**src/rtl/exc_sequencer.sv**
```systemverilog
// exc_sequencer: trap handoff FSM that saves EPC, fetches the handler vector byte and loads PC
module exc_sequencer #(
  parameter int N_CAUSE  = 3,
  parameter int CODE_W   = $clog2(N_CAUSE),
  parameter int ADDR_W   = 32,
  parameter int VEC_BASE = 253,
  parameter int MEM_LAT  = 2
) (
  input  logic               clk,
  input  logic               reset,
  input  logic [N_CAUSE-1:0] cause_req,
  output logic               busy,
  output logic [CODE_W-1:0]  cause_code,
  output logic               epc_we,
  output logic               mem_rd,
  output logic [ADDR_W-1:0]  mem_addr,
  output logic               pc_src_vec,
  output logic               pc_we,
  output logic               done,
  output logic               lost
);
  localparam logic [1:0] IDLE = 2'd0, SAVE = 2'd1, READ = 2'd2, LOAD = 2'd3;
  localparam int CNT_W = MEM_LAT > 1 ? $clog2(MEM_LAT) : 1;
  logic [1:0]        state, nxt;
  logic [CNT_W-1:0]  cnt;
  logic [CODE_W-1:0] win;
  logic              last, req;
  assign req  = |cause_req;
  assign last = cnt == CNT_W'(MEM_LAT - 1);
  // lowest set index wins, so scan downward and let later hits overwrite
  always_comb begin
    win = '0;
    for (int i = N_CAUSE - 1; i >= 0; i--) if (cause_req[i]) win = CODE_W'(i);
  end
  always_comb nxt = state == IDLE ? (req ? SAVE : IDLE) :
                    state == SAVE ? READ :
                    state == READ ? (last ? LOAD : READ) : IDLE;
  // outputs are decoded from the next state so they are registered yet aligned with it
  always_ff @(posedge clk or posedge reset) begin
    if (reset) begin
      state      <= IDLE;
      cnt        <= '0;
      cause_code <= '0;
      lost       <= 1'b0;
      busy       <= 1'b0;
      epc_we     <= 1'b0;
      mem_rd     <= 1'b0;
      mem_addr   <= '0;
      pc_src_vec <= 1'b0;
      pc_we      <= 1'b0;
      done       <= 1'b0;
    end else begin
      state      <= nxt;
      cnt        <= (state == READ && !last) ? cnt + CNT_W'(1) : '0;
      cause_code <= (state == IDLE && req) ? win : cause_code;
      lost       <= lost | (state != IDLE && req);
      busy       <= nxt != IDLE;
      epc_we     <= nxt == SAVE;
      mem_rd     <= nxt == READ;
      mem_addr   <= nxt == READ ? ADDR_W'(VEC_BASE) + ADDR_W'(cause_code) : '0;
      pc_src_vec <= nxt == LOAD;
      pc_we      <= nxt == LOAD;
      done       <= nxt == LOAD;
    end
  end
endmodule

```
**config.mk**
```make
export PLATFORM = sky130hd
export DESIGN_NAME = exc_sequencer
export DESIGN_NICKNAME = d
export VERILOG_FILES = /design/src/rtl/exc_sequencer.sv
export SDC_FILE = /design/constraint.sdc
export NUM_CORES = 1
export LEC_CHECK = 0
export ABC_AREA = 1
export ABC_CLOCK_PERIOD_IN_PS = 1280
export CAP_MARGIN = 20
export CELL_PAD_IN_SITES_DETAIL_PLACEMENT = 0
export CELL_PAD_IN_SITES_GLOBAL_PLACEMENT = 1
export CORE_UTILIZATION = 26
export CTS_CLUSTER_SIZE = 8
export DETAILED_ROUTE_END_ITERATION = 10
export PLACE_DENSITY_LB_ADDON = 0.1
export SYNTH_ARGS = -nofsm -noshare
export SYNTH_HDL_FRONTEND = slang
export SYNTH_SLANG_ARGS = --single-unit
```
**constraint.sdc**
```tcl
create_clock -name clk -period 1.28 [get_ports clk]
set_input_delay 0.32 -clock clk [delete_from_list [all_inputs] [get_ports clk]]
set_output_delay 0.32 -clock clk [all_outputs]
set_load 0.02 [all_outputs]
```
Word-level counts from Yosys, hierarchy flattened
Index checks and enable logic that the tools add are counted.
- add/subtract/negate cells: 2
- $mul: 0
- div/mod/pow operators: 0
- order comparisons: 0
- equal/unequal tests: 5
- shift-type cells: 0
- mux-type cells: 10
- bitwise logic cells: 1
- reductions and logical operators: 8
- operators by type and width (kind ; number):
    2-to-1 mux 2 bit ; 6
    adder 8 x 2 -> 9 bit, first input constant ; 1
    2-to-1 mux 9 bit ; 1
    equality test 2 bit, second input constant ; 3
    equality test 2 x 1 -> 1 bit, second input constant ; 2
    nonzero test 2 bit ; 2
    logical AND 1 bit ; 3
    2-to-1 mux 1 bit ; 3
    OR reduction 3 bit ; 1
    logical NOT 2 bit ; 1
    adder 1 bit, second input constant ; 1
    logical NOT 1 bit ; 1
    bitwise OR 1 bit ; 1
- bits in registers: 19
- latch bits: 0
- bits in writable memories: 0
- bits in read-only memories: 0
- output and inout port bits: 41
- logic and storage cells: 35
- memories kept: 0

Logic depth before layout (Yosys ltp)
Gate-level depths: netlist (run 1).
- depth in word-level cells: 6
- mapped depth: 6
- gate-level depth less buffers: 6

Least setup slack after synthesis (run 1)
No wires, ideal clock.
- kind: register to register
- start: reg state[0]
- end: reg mem_addr[0]
- arrival: 0.996 ns
- slack: 0.155 ns
- cell stages (with the launch flop): 7
- buffers on the path: 0
- clock period less this slack: 1.125 ns
- cell sequence: dfrtp_1 inv_1 ha_1 nor2_2 nand3_2 nand3_2 nor2_1
- cells in the longest elaborated chain, start to end: 6
- RTL lines (item ; line ; text):
    start, declared ; 24 ; logic [1:0] state, nxt;
    start signal, assigned ; 53 ; state <= nxt;
    equality test 2 bit ; 37 ; state == READ ? (last ? LOAD : READ) : IDLE;
    2-to-1 mux 2 bit ; 37 ;
    2-to-1 mux 2 bit ; 36 ; state == SAVE ? READ :
    2-to-1 mux 2 bit * ; 35 ; always_comb nxt = state == IDLE ? (req ? SAVE : IDLE) :
    equality test 2 bit * ; 60 ; mem_addr <= nxt == READ ? ADDR_W'(VEC_BASE) + ADDR_W'(cause_code) : '0;
    2-to-1 mux 9 bit * ; 60 ;
    end signal, assigned ; 60 ;
    end, declared ; 16 ; output logic [ADDR_W-1:0] mem_addr,
Mark *: on every way between the ends. The rest lies on a longest branch, timed or not.
A chain may end at the register's enable or synchronous reset.

Worst setup path after layout (run 1)
- start: reg lost
- end: out lost
- RTL lines (item ; line ; text):
    start, declared ; 20 ; output logic lost
    start signal, assigned ; 56 ; lost <= lost | (state != IDLE && req);
No word-level cell between the ends.

==> results of run 1 <==
-- repair_timing --
| item | 4_1_cts | 5_1_grt |
|---|---|---|
| pin swaps | 0 | 1 |
| resized for setup | 34 | 27 |
| cloned | 0 | 0 |
| endpoints found under the setup margin | 18 | 22 |
-- per-layer routing --
| layer | GRT usage [%] | share of wire, % | vias to the layer above |
|---|---|---|---|
| li1 | - | - | 235 |
| met1 | 9.885 | 43 | 195 |
| met2 | 9.748 | 41 | 35 |
| met3 | 3.226 | 13 | 4 |
| met4 | 7.317 | 2.6 | 0 |
| met5 | 0 | 0 | - |
-- power groups by stage --
stage | combinational, W | clock [W] | sequential [W]
3_5_place_dp | 0.00129 | 0 | 0.000697
2_1_floorplan | 0.000750 | 0 | 0.000843
4_1_cts | 0.00118 | 0.000325 | 0.000685
6_report | 0.00116 | 0.000321 | 0.000689
3_3_place_gp | 0.00129 | 0 | 0.000695
5_1_grt | 0.00128 | 0.000351 | 0.000711
-- cell type report --
type,instances,area (µm²)
inverter,11,41.29
multi-input combinational,48,266.5
tap,31,38.79
fill,319,1906
clock buffer,4,36.28
timing repair buffer,26,166.4
sequential,14,350.3
-- registers in the layout, summed over array words and instances, names as in the netlist --
register / count
lost: 1
cause_code: 2
state: 2
cnt: 1
mem_addr: 4
epc_we: 1
busy: 1
mem_rd: 1
pc_we: 1
-- cells in the mapped netlist --
library cell | n | share of area (%)
nor2_2 | 2 | 1.6
buf_4 | 30 | 29
dfrtp_1 | 14 | 45
nand3_2 | 2 | 2.6
inv_1 | 11 | 5.3
a21oi_1 | 4 | 2.6
nand2_1 | 3 | 1.4
o21ai_0 | 1 | 0.64
o21bai_1 | 1 | 0.96
nand3_1 | 1 | 0.64
conb_1 | 1 | 0.48
ha_1 | 4 | 6.4
nor2_1 | 5 | 2.4
nand2_2 | 2 | 1.6
-- per-stage QoR --
step	utilization (%)	setup TNS (ns)	total power (W)	instances
floorplan	-	0	0.001593	103
global placement	33.14	-0.7604	0.001988	130
detailed placement	33.14	-0.9800	0.001990	130
CTS	34.34	-0.4804	0.002193	134
global route	32.07	0	0.002339	134
finish	32.07	0	0.002166	134
-- path summary, 6_finish.rpt --
check | from | end | slack, ns
worst max-delay path | lost | lost | 0.04
worst max register to register | state[0] | mem_addr[3] | 0.09
worst min-delay path | reset | mem_rd | 0.32
min in group clk | lost | lost | 0.49
max in group asynchronous | reset | cause_code[0] | 0.79
worst min register to register | lost | lost | 0.49
-- cell families (layout without fill, tap and decap cells) --
kind of cell	count (synthesis)	after routing
buf+inv	41	41
simple gates	15	15
flops	14	14
compound gates	6	6
fa+ha+maj	4	4
other cells	1	23
==> impl_metrics.toml, run 1 <==
[power]
switching_share_pct = 45.39
ir_worst_vdd_mv = 0.5243
comb_power_share_pct = 53.4
power_frac_clock_pct = 14.8
p_int_w = 0.001183
seq_power_share_pct = 31.8
power_leakage_nw = 0.5234
p_per_area_mw_per_mm2 = 2408
p_sw_w = 0.0009832

[cells_and_area]
layout_commonest_cell = "conb_1"
final_nets = 113
drive_gt1_share_pct = 32.04
stdcell_area_um2 = 899.6
layout_common_cells = "conb_1, dfrtp_1, clkbuf_2"
areaGrowthSynthToFinish_pct = 14.86
num_antenna_cells = 0

[floorplanning]
ios = 46
die_area_mm2 = 0.003236
die_y_um = 56.89
dieWidth_um = 56.89
core_area_mm2 = 0.002805
rows = 19
start_util_pct = 27.92

[outcome]
violations = "DRC"
status = "finished with violations"

[worst_setup_path]
worst-path-buf-inv = 1
worstPathArrival_ns = 0.92
crit_type = "reg2out"
crit_path_end_kind = "output port"
worstPathRequired_ns = 0.96
slowest_stage = "dfrtp_1"
worstPathMaxFanout = 2
crit_family = "flip-flops"
startpoint_type = "register"
crit_cells = 1
worstPathCellList = "clkdlybuf4s15_2"
cpPeakStageDelay_ns = 0.39
rr_worst_depth = 6

[synthesis]
avgSynthCellArea_um2 = 9.670
ys_seq_elements = 14
synth_compound_area_share_pct = 4.153
synthSimpleGateAreaFrac_pct = 10.22
synth_fa_ha_area_share_pct = 6.390
yosysUniqueCellTypes = 14
syn_inst = 81
ys_seq_area_share_pct = 44.73
synth-xor-area-share_pct = 0
synthMuxAreaShare_pct = 0
yosysWarnings = 0
synth_top_family_by_area = "buffers and inverters"
synth_area_um2 = 783.3

[placement]
hpwl_um = 861.5
gp_congestion = 0.6979
pre_cts_slack_ns = -0.1224
io_buffers = 22
placed_area_um2 = 929.6

[route]
drcViolationCount = 10
drt_iter0_drc = 26
antenna_left = 0
wl_per_cell_um = 8.657
routed_wl_mm = 1.160
viasPerCell = 3.500
drtPass1Iterations = 7
vias = 469

[clocking]
clock_sinks = 14
path_clk_slew_ns = 0.09
cts_buffer_depth = 2
clkLatencyLatePin_ns = 0.28
postCtsSetupBuffers = 0
cts_hold_buf = 0
tritoncts = "yes"
cts_buffers = 3
h-tree-depth = 1
clk_root_buffer_cell = "clkbuf_4"

[job]
drv_cap = 0

[timing]
hold_violations = 0
setup-violations-final = 0
finalClockSkew_ns = 0.005119
finalCritPeriodShare_pct = 96.91
rsz0062_at_grt = "false"
setup_ws_ns = 0.03957
layout_min_cycle_time_ns = 1.240
max_freq_mhz = 806.2
fin_hold_ws_ns = 0.3235
drv_slew = 0

[grt]
grt_pass1_vias = 408
grt_use_total_pct = 7.826
grt_start_max_net_pins = 15
grt_pass1_wl_mm = 1.821
grt-ovfl-total = 0
antenna_found_initial = 0

[worst_hold_path]
min_path_type = "in2async"
No activity file was read; power rests on OpenSTA's default activity.
==> inputs of run 2 (changes only) <==
--- a/config.mk
+++ b/config.mk
@@ -14,6 +14,7 @@
 export CTS_CLUSTER_SIZE = 8
 export DETAILED_ROUTE_END_ITERATION = 10
 export PLACE_DENSITY_LB_ADDON = 0.1
+export SLEW_MARGIN = 20
 export SYNTH_ARGS = -nofsm -noshare
 export SYNTH_HDL_FRONTEND = slang
 export SYNTH_SLANG_ARGS = --single-unit
==> results of run 2 <==
The final DEF is identical to that of run 1; final timing and power are the same.
